**src/rtl/quad_encoder_emulator.sv**
```systemverilog
// Quadrature A/B generator that walks a signed position one count at a time toward
// a commanded target, with A/B edges never closer than STEP_DIV clocks apart.
module quad_encoder_emulator #(
  parameter int WIDTH    = 24,
  parameter int STEP_DIV = 100
) (
  input  logic                    CLK,
  input  logic                    reset,
  input  logic                    enable,
  input  logic signed [WIDTH-1:0] target,
  input  logic                    load,
  input  logic signed [WIDTH-1:0] load_value,
  output logic                    quadA,
  output logic                    quadB,
  output logic signed [WIDTH-1:0] position,
  output logic                    busy,
  output logic                    dir
);

  localparam int DIV_W = (STEP_DIV > 2) ? $clog2(STEP_DIV) : 1;
  localparam logic [DIV_W-1:0] DIV_LAST = DIV_W'(STEP_DIV - 1);

  // The {A,B} register is itself the phase, held in Gray order 00,10,11,01 so a
  // step only ever flips one output flop and the pins never glitch.
  logic [1:0]       ab;
  logic [DIV_W-1:0] divider;

  logic signed [WIDTH:0] tgt_x_p0;
  logic signed [WIDTH:0] pos_x_p0;
  logic signed [WIDTH:0] diff_p0;
  logic                  differ_p0;
  logic                  up_p0;
  logic                  move_p0;
  logic                  step_p0;

  function automatic logic [1:0] next_ab(input logic [1:0] cur, input logic up);
    logic [1:0] nxt;
    nxt = cur;
    if (up) begin
      case (cur)
        2'b00:   nxt = 2'b10;
        2'b10:   nxt = 2'b11;
        2'b11:   nxt = 2'b01;
        default: nxt = 2'b00;
      endcase
    end else begin
      case (cur)
        2'b00:   nxt = 2'b01;
        2'b01:   nxt = 2'b11;
        2'b11:   nxt = 2'b10;
        default: nxt = 2'b00;
      endcase
    end
    return nxt;
  endfunction

  // Step decision: one extra bit of headroom keeps the direction correct even
  // when target and position sit at opposite ends of the signed range.
  always_comb begin
    tgt_x_p0  = target;
    pos_x_p0  = position;
    diff_p0   = tgt_x_p0 - pos_x_p0;
    differ_p0 = (diff_p0 != '0);
    up_p0     = ~diff_p0[WIDTH];
    move_p0   = enable && !load && differ_p0;
    step_p0   = move_p0 && (divider == DIV_LAST);
  end

  // State update: load beats stepping; a stalled or arrived move parks the divider.
  always_ff @(posedge CLK) begin
    if (reset) begin
      position <= '0;
      ab       <= 2'b00;
      busy     <= 1'b0;
      dir      <= 1'b1;
      divider  <= '0;
    end else begin
      busy <= enable && differ_p0;
      if (load) begin
        position <= load_value;
        divider  <= '0;
      end else if (!move_p0) begin
        divider <= '0;
      end else if (step_p0) begin
        divider  <= '0;
        position <= up_p0 ? position + WIDTH'(1) : position - WIDTH'(1);
        ab       <= next_ab(ab, up_p0);
        dir      <= up_p0;
      end else begin
        divider <= divider + DIV_W'(1);
      end
    end
  end

  assign quadA = ab[1];
  assign quadB = ab[0];

endmodule

```
**config.mk**
```make
export PLATFORM = sky130hd
export DESIGN_NAME = quad_encoder_emulator
export DESIGN_NICKNAME = d
export VERILOG_FILES = /design/src/rtl/quad_encoder_emulator.sv
export SDC_FILE = /design/constraint.sdc
export NUM_CORES = 1
export LEC_CHECK = 0
export CORE_UTILIZATION = 30
export DETAILED_ROUTE_END_ITERATION = 12
export PLACE_DENSITY = 0.56
export SLEW_MARGIN = 25
export SYNTH_ARGS = -nofsm -noshare
export SYNTH_HDL_FRONTEND = slang
export SYNTH_SLANG_ARGS = --single-unit
```
**constraint.sdc**
```tcl
create_clock -name CLK -period 6.29 [get_ports CLK]
set_clock_uncertainty 0.05 [all_clocks]
set_input_delay 0.629 -clock CLK [delete_from_list [all_inputs] [get_ports CLK]]
set_output_delay 0.629 -clock CLK [all_outputs]
set_load 0.02 [all_outputs]
```
==> results.sh <==
export IMPL_status="complete, no violations"
export IMPL_critPathMaxStageDelay_ns=0.58
export IMPL_p_sw_share_pct=38.41
export IMPL_reg2reg_slack_ns=1.21
export IMPL_final_max_slew_viol_count=0
export IMPL_max_freq_ghz=0.1835
export IMPL_drt_iter0_markers=347
export IMPL_dieArea_um2=15420
export IMPL_cts_setup_buffers=0
export IMPL_hold_class="flip-flop to flip-flop"
export IMPL_grt_pass1_wl_mm=22.56
export IMPL_crit_buf_inv=3
export IMPL_yosysWarnings=0
export IMPL_power_frac_comb_pct=46.7
export IMPL_finalSetupViolations=0
export IMPL_final_period_utilization_pct=86.66
export IMPL_p_int_mw=0.5670
export IMPL_cts_tree="done"
export IMPL_crit_required_ns=6.44
export IMPL_cp_arrival_ns=5.60
export IMPL_preCtsSetupSlack_ns=0.6049
export IMPL_synth_edf_count=0
export IMPL_antenna_left=0
export IMPL_port_buffer_count=79
export IMPL_antenna_found_initial=0
export IMPL_nFillCells=1534
export IMPL_drv_cap=0
export IMPL_wl_mm=14.11
export IMPL_final_nets=747
export IMPL_vdd_ir_drop_max_mv=0.09230
export IMPL_critPathTopFamily="compound AO/OA/AOI/OAI gates"
export IMPL_critical_path_class="input port to flip-flop"
export IMPL_fin_crit_ns=5.451
export IMPL_power_density_nw_per_um2=168.6
export IMPL_slowest_stage="o21ai_0"
export IMPL_p_switching_mw=0.3536
export IMPL_syn_cell_area_um2=4478
export IMPL_cts_root_buf="clkbuf_16"
export IMPL_dieWidth_um=124.2
export IMPL_route_vias_total=4602
export IMPL_layout_setup_ws_ns=0.8390
export IMPL_clk_path_buf_depth=2
export IMPL_grt_setup_unrepaired="false"
export IMPL_via_per_inst=5.545
export IMPL_grtUsageTotal_pct=18.77
export IMPL_most_common_layout_cells="79 x clkdlybuf4s50_1, 50 x nand2_1, 48 x ha_1"
export IMPL_grt_pass1_vias=4673
export IMPL_dp_hpwl_mm=11.08
export IMPL_hold_viol=0
export IMPL_synthArstFlopShare_pct=0
export IMPL_rows=44
export IMPL_start_util_pct=30.81
export IMPL_htree_levels=2
export IMPL_drive_gt1_share_pct=7.121
export IMPL_worstMarginPinSlew_ns=0.6726
export IMPL_antenna_cells=0
export IMPL_drc=0
export IMPL_worst_setup_path_start_kind="input port"
export IMPL_synth_seq_cells=35
export IMPL_firstDrtPassIters=4
export IMPL_syn_nets=688
export IMPL_holdBufCountCts=0
export IMPL_dieHeight_um=124.2
export IMPL_wl_per_cell_um=17.00
export IMPL_leakage_nw=2.102
export IMPL_fin_setup_tns_ns=0
export IMPL_grt_max_degree=31
export IMPL_io_pins=80
export IMPL_synth_cells=586
export IMPL_synthDistinctLibCells=79
export IMPL_numCtsBuffers=5
export IMPL_clk_latency_ns=0.28
export IMPL_cp_end_kind="flip-flop"
export IMPL_fp_coreArea_um2=14530
export IMPL_clk_pin_slew_worst_paths_ns=0.06
export IMPL_overflow=0
export IMPL_path_max_fanout=7
export IMPL_ys_seq_area_share_pct=15.65
export IMPL_gp_congestion=0.9167
export IMPL_pwr_share_clk_pct=26.6
export IMPL_slew_headroom_pct=54.69
export IMPL_path_common_cell="o21ai_0"
export IMPL_p_seq_share_pct=26.6
export IMPL_path_cells="clkdlybuf4s50_1 -> inv_1 -> ha_1 -> fa_1 -> nand2b_1 -> a21oi_2 -> o221a_2 -> o31ai_4 -> o21ai_1 -> inv_1 -> ha_1 -> o21ai_0 -> o21ai_0 -> a31oi_1 -> o21ai_0 -> a211oi_1 -> o41ai_1 -> a21oi_1 -> xnor2_1 -> nor3_1 -> a211oi_1"
export IMPL_layout_commonest_cell="clkdlybuf4s50_1"
export IMPL_clock_sinks=35
export IMPL_synthToLayoutAreaGrowth_pct=21.96
export IMPL_cts_resized=0
export IMPL_synthFlopType="dfxtp_1"
export IMPL_syn_avg_cell_area_um2=7.642
power groups by stage:
stage | combinational [mW] | clock, mW | sequential (mW)
finish | 0.430 | 0.245 | 0.245
CTS | 0.427 | 0.249 | 0.245
floorplan | 0.298 | 0 | 0.255
global placement | 0.420 | 0 | 0.250
global route | 0.471 | 0.257 | 0.247
detailed placement | 0.424 | 0 | 0.250
metrics by stage:
stage	instances	utilization, %	power, mW	instance area, um^2	hold slack, ns
2_1_floorplan	586	-	0.5535	4478	0.3632
3_3_place_gp	822	36.60	0.6704	5319	0.3754
3_5_place_dp	822	36.60	0.6744	5319	0.3842
4_1_cts	830	37.57	0.9217	5460	0.3925
5_1_grt	830	37.58	0.9741	5461	0.4278
6_report	830	37.58	0.9206	5461	0.3928
worst reg2reg max path: cells and delay by family, from the launching register on:
kind / cells / cell delay, ns
XOR/XNOR: 1 / 0.17
AND/OR/NAND/NOR: 1 / 0.06
flip-flops: 1 / 0.42
AO/OA/AOI/OAI: 14 / 3.15
buffers and inverters: 2 / 0.27
adder cells (fa/ha/maj): 2 / 0.91
sequential cells by signal (all words and copies together), names as in the netlist:
| signal | cells |
|---|---|
| position | 24 |
| divider | 7 |
| ab | 2 |
| busy | 1 |
| dir | 1 |
cells in the mapped netlist (2+ instances only):
cell type	number	area share [%]
nand2_1	50	4.2
ha_1	48	13
a21oi_1	41	4.6
inv_1	41	3.4
dfxtp_1	35	16
nor2_1	34	2.8
o21ai_0	30	3.4
o211ai_1	26	4.4
xnor2_1	24	4.7
nand3_1	21	2.3
nor3_1	18	2.0
a31oi_1	17	2.4
a211oi_1	14	2.3
xor2_1	14	2.7
clkbuf_1	13	1.1
a21o_1	11	1.8
nand2b_1	11	1.5
mux2i_1	8	1.8
nor2b_1	8	1.1
and3_1	6	0.84
buf_2	6	0.67
buf_6	6	1.5
nor4_1	6	0.84
a32oi_1	5	0.98
nand4_1	5	0.70
clkbuf_8	4	1.2
o21a_1	4	0.67
o21bai_1	4	0.67
or2_2	4	0.56
or3_1	4	0.56
a311oi_1	3	0.59
and2_1	3	0.42
o221ai_1	3	0.59
o31a_1	3	0.59
o31ai_1	3	0.50
a21oi_2	2	0.39
fa_1	2	0.89
o2111ai_1	2	0.39
o21ai_1	2	0.22
o221a_2	2	0.50
o31a_2	2	0.45
o32ai_1	2	0.39
or2b_2	2	0.39
or4_1	2	0.34
metal layers:
metal	up-vias	global-route usage, %	wire, um
met1	2187	23.30	6473
met5	-	0	0
met4	0	9.226	442
li1	2289	-	-
met2	95	32.04	6699
met3	31	2.015	494
cell families (layout without fill, tap and decap cells):
logic type,Yosys count,count (layout),share of synthesized area (%)
flops,35,35,15.65
buf+inv,76,136,8.913
simple gates,183,183,20.56
compound gates,196,196,31.35
xor+xnor,38,38,7.432
fa+ha+maj,50,50,14.31
mux,8,8,1.788
worst paths after layout:
kind                                   start            to  depth (start not counted)
worst max-delay path               target[0]  position[23]                         21
worst min-delay path              divider[0]    divider[0]                          1
worst max register to register  position[15]  position[23]                         20
worst min register to register    divider[0]    divider[0]                          1
area by class of cell:
class	count	area, um^2	area share [%]
Inverter	43	161.4	2.955
Tap cell	184	230.2	4.215
Sequential cell	35	700.7	12.83
Clock inverter	2	12.51	0.2291
Multi-Input combinational cell	475	3392	62.11
Timing Repair Buffer	85	835.8	15.30
Clock buffer	6	128.9	2.360
Power figures use the tool's default switching activity.
